===== src/rtl/mem_port_arbiter.sv =====
// Arbiter sharing one single-port memory between instruction fetch (IF) and load/store (LS).
// Define MEM_ARB_PERF_EN to add grant/conflict performance counters.
module mem_port_arbiter #(
    parameter int unsigned DATA_W       = 32,
    parameter int unsigned ADDR_W       = 32,
    parameter int unsigned MEM_DEPTH    = 1000,
    parameter int unsigned STARVE_LIMIT = 4
) (
    input  logic              Clk,
    input  logic              Rst,
    input  logic              If_req,
    input  logic [ADDR_W-1:0] If_addr,
    output logic [DATA_W-1:0] If_rdata,
    output logic              If_ready,
    input  logic              Ls_read,
    input  logic              Ls_write,
    input  logic [ADDR_W-1:0] Ls_addr,
    input  logic [DATA_W-1:0] Ls_wdata,
    output logic [DATA_W-1:0] Ls_rdata,
    output logic              Ls_ready,
    output logic              Addr_err,
`ifdef MEM_ARB_PERF_EN
    output logic [31:0]       If_grant_cnt,
    output logic [31:0]       Ls_grant_cnt,
    output logic [31:0]       Conflict_cnt,
`endif
    output logic [ADDR_W-1:0] Mem_address,
    output logic [DATA_W-1:0] Mem_write_data,
    output logic              Mem_read,
    output logic              Mem_write,
    input  logic [DATA_W-1:0] Mem_read_data
);

    typedef enum logic [1:0] {StIdle, StIssue, StResp, StDone} state_e;

    localparam logic [3:0] StarveMax = 4'(STARVE_LIMIT);

    state_e            r_state;
    logic              r_owner_ls;
    logic              r_oor;
    logic [3:0]        r_starve;
    logic [DATA_W-1:0] r_if_rdata;
    logic [DATA_W-1:0] r_ls_rdata;
    logic              r_if_ready;
    logic              r_ls_ready;
    logic              r_addr_err;
    logic [ADDR_W-1:0] r_mem_address;
    logic [DATA_W-1:0] r_mem_write_data;
    logic              r_mem_read;
    logic              r_mem_write;

    logic              w_idle;
    logic              w_ls_req;
    logic              w_grant_if;
    logic              w_grant_ls;
    logic              w_ls_is_write;
    logic [ADDR_W-1:0] w_addr;
    logic              w_oor;

    assign w_idle        = (r_state == StIdle);
    assign w_ls_req      = Ls_read | Ls_write;
    // IF wins only when LS is silent or IF has been starved long enough
    assign w_grant_if    = w_idle & If_req & (~w_ls_req | (r_starve == StarveMax));
    assign w_grant_ls    = w_idle & w_ls_req & ~w_grant_if;
    // Read takes priority when both LS strobes are high
    assign w_ls_is_write = Ls_write & ~Ls_read;
    assign w_addr        = w_grant_if ? If_addr : Ls_addr;
    assign w_oor         = (w_addr >= ADDR_W'(MEM_DEPTH));

    always_ff @(posedge Clk) begin
        if (Rst) begin
            r_state          <= StIdle;
            r_owner_ls       <= 1'b0;
            r_oor            <= 1'b0;
            r_starve         <= 4'd0;
            r_if_rdata       <= '0;
            r_ls_rdata       <= '0;
            r_if_ready       <= 1'b0;
            r_ls_ready       <= 1'b0;
            r_addr_err       <= 1'b0;
            r_mem_address    <= '0;
            r_mem_write_data <= '0;
            r_mem_read       <= 1'b0;
            r_mem_write      <= 1'b0;
        end else begin
            r_if_ready <= 1'b0;
            r_ls_ready <= 1'b0;
            r_addr_err <= 1'b0;
            unique case (r_state)
                StIdle: begin
                    if (!If_req || w_grant_if) begin
                        r_starve <= 4'd0;
                    end else if (w_grant_ls && r_starve != StarveMax) begin
                        r_starve <= r_starve + 4'd1;
                    end
                    if (w_grant_if || w_grant_ls) begin
                        r_owner_ls    <= w_grant_ls;
                        r_oor         <= w_oor;
                        r_mem_address <= w_addr;
                        if (w_grant_ls) begin
                            r_mem_write_data <= Ls_wdata;
                        end
                        r_mem_read  <= ~w_oor & ~(w_grant_ls & w_ls_is_write);
                        r_mem_write <= ~w_oor & w_grant_ls & w_ls_is_write;
                        r_state     <= StIssue;
                    end
                end
                StIssue: begin
                    r_mem_read  <= 1'b0;
                    r_mem_write <= 1'b0;
                    if (r_oor) begin
                        if (r_owner_ls) r_ls_rdata <= '0;
                        else            r_if_rdata <= '0;
                        r_addr_err <= 1'b1;
                        r_if_ready <= ~r_owner_ls;
                        r_ls_ready <= r_owner_ls;
                        r_state    <= StDone;
                    end else if (r_mem_write) begin
                        r_ls_ready <= 1'b1;
                        r_state    <= StDone;
                    end else begin
                        r_state <= StResp;
                    end
                end
                StResp: begin
                    if (r_owner_ls) r_ls_rdata <= Mem_read_data;
                    else            r_if_rdata <= Mem_read_data;
                    r_if_ready <= ~r_owner_ls;
                    r_ls_ready <= r_owner_ls;
                    r_state    <= StDone;
                end
                StDone: begin
                    r_state <= StIdle;
                end
                default: r_state <= StIdle;
            endcase
        end
    end

`ifdef MEM_ARB_PERF_EN
    logic [31:0] r_if_grant_cnt;
    logic [31:0] r_ls_grant_cnt;
    logic [31:0] r_conflict_cnt;

    always_ff @(posedge Clk) begin
        if (Rst) begin
            r_if_grant_cnt <= '0;
            r_ls_grant_cnt <= '0;
            r_conflict_cnt <= '0;
        end else begin
            if (w_grant_if) r_if_grant_cnt <= r_if_grant_cnt + 32'd1;
            if (w_grant_ls) r_ls_grant_cnt <= r_ls_grant_cnt + 32'd1;
            if (w_idle && If_req && w_ls_req) r_conflict_cnt <= r_conflict_cnt + 32'd1;
        end
    end

    assign If_grant_cnt = r_if_grant_cnt;
    assign Ls_grant_cnt = r_ls_grant_cnt;
    assign Conflict_cnt = r_conflict_cnt;
`endif

    assign If_rdata       = r_if_rdata;
    assign Ls_rdata       = r_ls_rdata;
    assign If_ready       = r_if_ready;
    assign Ls_ready       = r_ls_ready;
    assign Addr_err       = r_addr_err;
    assign Mem_address    = r_mem_address;
    assign Mem_write_data = r_mem_write_data;
    assign Mem_read       = r_mem_read;
    assign Mem_write      = r_mem_write;

endmodule


===== config.mk =====
export PLATFORM = sky130hd
export DESIGN_NAME = mem_port_arbiter
export DESIGN_NICKNAME = d
export VERILOG_FILES = /design/src/rtl/mem_port_arbiter.sv
export SDC_FILE = /design/constraint.sdc
export NUM_CORES = 1
export LEC_CHECK = 0
export ABC_AREA = 1
export BUFFER_PORTS_ARGS = -buffer_cell sky130_fd_sc_hd__buf_2
export CAP_MARGIN = 20
export CORE_ASPECT_RATIO = 0.75
export CORE_MARGIN = 5
export CORE_UTILIZATION = 42
export CTS_CLUSTER_DIAMETER = 120
export DETAILED_ROUTE_END_ITERATION = 8
export PLACE_DENSITY = 0.84
export SYNTH_ARGS = -nofsm -noshare
export SYNTH_HDL_FRONTEND = slang
export SYNTH_SLANG_ARGS = --single-unit

===== constraint.sdc =====
create_clock -name Clk -period 1.9 [get_ports Clk]
set_clock_uncertainty 0.1 [all_clocks]
set_input_delay 0.19 -clock Clk [delete_from_list [all_inputs] [get_ports Clk]]
set_output_delay 0.19 -clock Clk [all_outputs]
set_load 0.005 [all_outputs]

==> out/results.ini <==
[run_status]
outcome=complete, but fails checks
violations=setup timing

[power_and_ir_drop]
vdd_drop_max_mv=0.840
switching_power_mw=4.86
switching_share_pct=37.1
leakage_nw=4.93
power_frac_seq_pct=32.7
p_per_area_nw_per_um2=1350
combPwrFrac_pct=42.3
power.internal_mw=8.25
clkPwrFrac_pct=25.1

[place]
place_hpwl_mm=13.3
post_dp_cell_area_sq_um=7640
port_buffers=265
routabilityCongestion=0.885

[clocking]
clk_path_buf_depth=2
cts_tree=done
ctsHtreeMaxLevel=4
path_clk_slew_ns=0.06
cts-root-buf=clkbuf_16
cts_buffers=17
clock-sinks=141
clk_latency_ns=0.40

[die]
start_util_pct=42.6
die_h_microns=112
core_sq_um=13700
pin_count=266
fp-row-count=37
die_w_microns=146
dieArea_sq_um=16300

[finish]
n_antenna_cell=0
num-fill-cells=958
utilization_pct=71.1
nets=1297
area_delta_synth_final_pct=67.1
drive_gt1_share_pct=38.5
final_area_sq_um=9710

[routing]
drtAntennaViolNets=0
routed-via-count=6994
routedWlPerCell_microns=17.0
wl_mm=22.9
drtIter0Drc=607
via_per_inst=5.20
first_pass_iters=5
drc=0

[global_route]
grt_usage_pct=25.4
grt-ovfl-total=0
antenna_found_initial=0
grt_pass1_wl_mm=34.2
grt_pass1_vias=6760
grt_start_max_net_pins=64

[worst_setup_path]
critPathCaptureType=flip-flop
critPathRequiredTime_ns=2.09
arrival_ns=2.33
crit_fanout=20
crit_type=reg -> reg
startpoint_type=flip-flop
ff2ff_setup_slack_ns=-0.24
r2r_cells=12

[synth]
syn_area_per_cell_sq_um=7.57
ys_top_cells_by_area=dfxtp_1 49%, nand2_1 9.6%, o21ai_0 8.5%, nor2_1 5.7%, a21oi_1 5.3%
syn_area_sq_um=5810
syn_inst=768
yosysUniqueCellTypes=26
synth_top_area_share_pct=48.6
synth.largest_area_cell=dfxtp_1
seq_area_frac_synth_pct=48.6
ys_seq_elements=141
synth.yosys.warnings=0
syn_nets=907

[run]
max_cap_violations=0

[sta]
fin_crit_ns=2.14
finalSetupViolCount=35
hold_slack_ns=0.0344
fin_ws_ns=-0.240
rsz0062_at_grt=yes
timing.final.crit_share_pct=113
fmax_mhz=467
timing_hold_violations_final=0
slew_viol_final=0
worstMarginPinSlew_ns=0.384
relSlewSlack_pct=74.4

[worst_hold_path]
hold_depth=3
hp-class=in -> reg

[cell usage in the layout, fill, tap and decap left out, types with 3 or more instances in the layout]
master | synthesis | final
inv_6 | 0 | 6
buf_4 | 3 | 55
buf_2 | 6 | 265
a211oi_2 | 0 | 4
buf_12 | 0 | 12
a211oi_1 | 14 | 10
o21bai_1 | 10 | 10
o21ai_1 | 0 | 23
nand2_4 | 2 | 3
clkinvlp_4 | 0 | 3
nand3b_1 | 17 | 17
buf_16 | 0 | 4
o21ai_2 | 0 | 6
buf_6 | 3 | 11
dfxtp_2 | 0 | 4
inv_1 | 71 | 64
nand2_1 | 149 | 136
nand2_8 | 1 | 3
nor2_1 | 88 | 81
nand3_1 | 22 | 19
ha_4 | 0 | 3
a21oi_1 | 61 | 58
dlygate4sd3_1 | 0 | 66
nand2_2 | 1 | 13
nor2_4 | 0 | 5
nand3_2 | 0 | 3
dfxtp_1 | 141 | 137
o211ai_1 | 23 | 23
inv_2 | 1 | 7
nor2_2 | 3 | 5
o21ai_0 | 99 | 70
clkbuf_16 | 0 | 23
[registers in the layout, summed over array words and instances (netlist names)]
name / flops
Ls_ready: 1
r_owner_ls: 1
Mem_read: 1
r_starve: 4
Mem_write_data: 32
Ls_rdata: 32
Addr_err: 1
r_oor: 1
r_state: 2
If_ready: 1
Mem_write: 1
If_rdata: 32
Mem_address: 32
[per-stage QoR]
| step | cells | power [mW] | setup slack, ns | setup TNS (ns) |
|---|---|---|---|---|
| global placement | 1213 | 8.33 | -0.138 | -0.404 |
| finish | 1346 | 13.1 | -0.240 | -4.39 |
| detailed placement | 1213 | 8.45 | -0.206 | -2.19 |
| global route | 1346 | 13.9 | -0.363 | -7.72 |
| floorplan | 768 | 6.45 | 0.0297 | 0 |
| CTS | 1336 | 12.4 | -0.0739 | -0.116 |
[worst max-delay path, stage by stage (launching register included)]
cell	delay, ns
dfxtp_2	0.32
inv_2	0.08
ha_4	0.15
nand3_4	0.11
buf_4	0.15
buf_4	0.13
a21oi_4	0.16
buf_4	0.16
nor2_4	0.04
buf_4	0.16
buf_6	0.17
o21ai_0	0.22
nor2_1	0.08
[power groups by stage]
stage	combinational, mW	sequential (mW)	clock [mW]
2_1_floorplan	2.14	4.32	0
3_3_place_gp	4.11	4.22	0
3_5_place_dp	4.20	4.26	0
4_1_cts	4.84	4.23	3.34
5_1_grt	6.00	4.37	3.49
6_report	5.54	4.28	3.29
[area by class of cell]
type | count | area (sq um) | share of cell area, %
sequential | 141 | 2830 | 29.1
clock inverter | 14 | 150 | 1.55
timing repair buffer | 421 | 3070 | 31.6
tap | 175 | 219 | 2.25
clock buffer | 18 | 439 | 4.52
multi-input combinational | 504 | 2720 | 28.0
inverter | 73 | 284 | 2.92
[per-layer routing]
metal / share of wire (%) / GRT usage [%] / wire [microns] / vias to the layer above
met4: 3.6 / 11.3 / 826 / 0
met1: 39 / 30.1 / 9000 / 3231
met3: 9.3 / 8.87 / 2120 / 78
met5: 0 / 0 / 0 / -
li1: - / - / - / 3303
met2: 48 / 41.7 / 10900 / 382
[Yosys cell counts]
cell type and count:
nand2_1 149, dfxtp_1 141, o21ai_0 99, nor2_1 88, inv_1 71, a21oi_1 61
clkbuf_1 40, o211ai_1 23, nand3_1 22, nand3b_1 17, a211oi_1 14, o21bai_1 10
buf_2 6, ha_1 6, buf_4 3, buf_6 3, nor2_2 3, a221oi_1 2
nand2_4 2, nor3_1 2, a21oi_2 1, inv_2 1, inv_4 1, nand2_2 1
nand2_8 1, nand3_4 1
[cells by family after synthesis]
group	share of synthesized area, %
AOI/OAI and AO/OA	20.3
DFF	48.6
and+or+nand+nor	21.0
buffers and inverters	8.82
adders and majority gates	1.29
[worst paths after layout]
kind / from / endpoint
max reg2reg: r_starve[0] / Mem_write_data[0]
max: r_starve[0] / Mem_write_data[0]
min reg2reg: If_rdata[24] / If_rdata[24]
min: Mem_read_data[12] / If_rdata[12]
[timing repair]
item | in CTS | in global routing
endpoints found under the hold margin | 97 | 0
gates resized for setup | 51 | 62
setup endpoints to repair | 39 | 97
setup buffers | 17 | 5
pin swaps | 12 | 25
gates cloned | 8 | 7
hold buffers | 66 | 0
(Power assumes the default switching activity.)
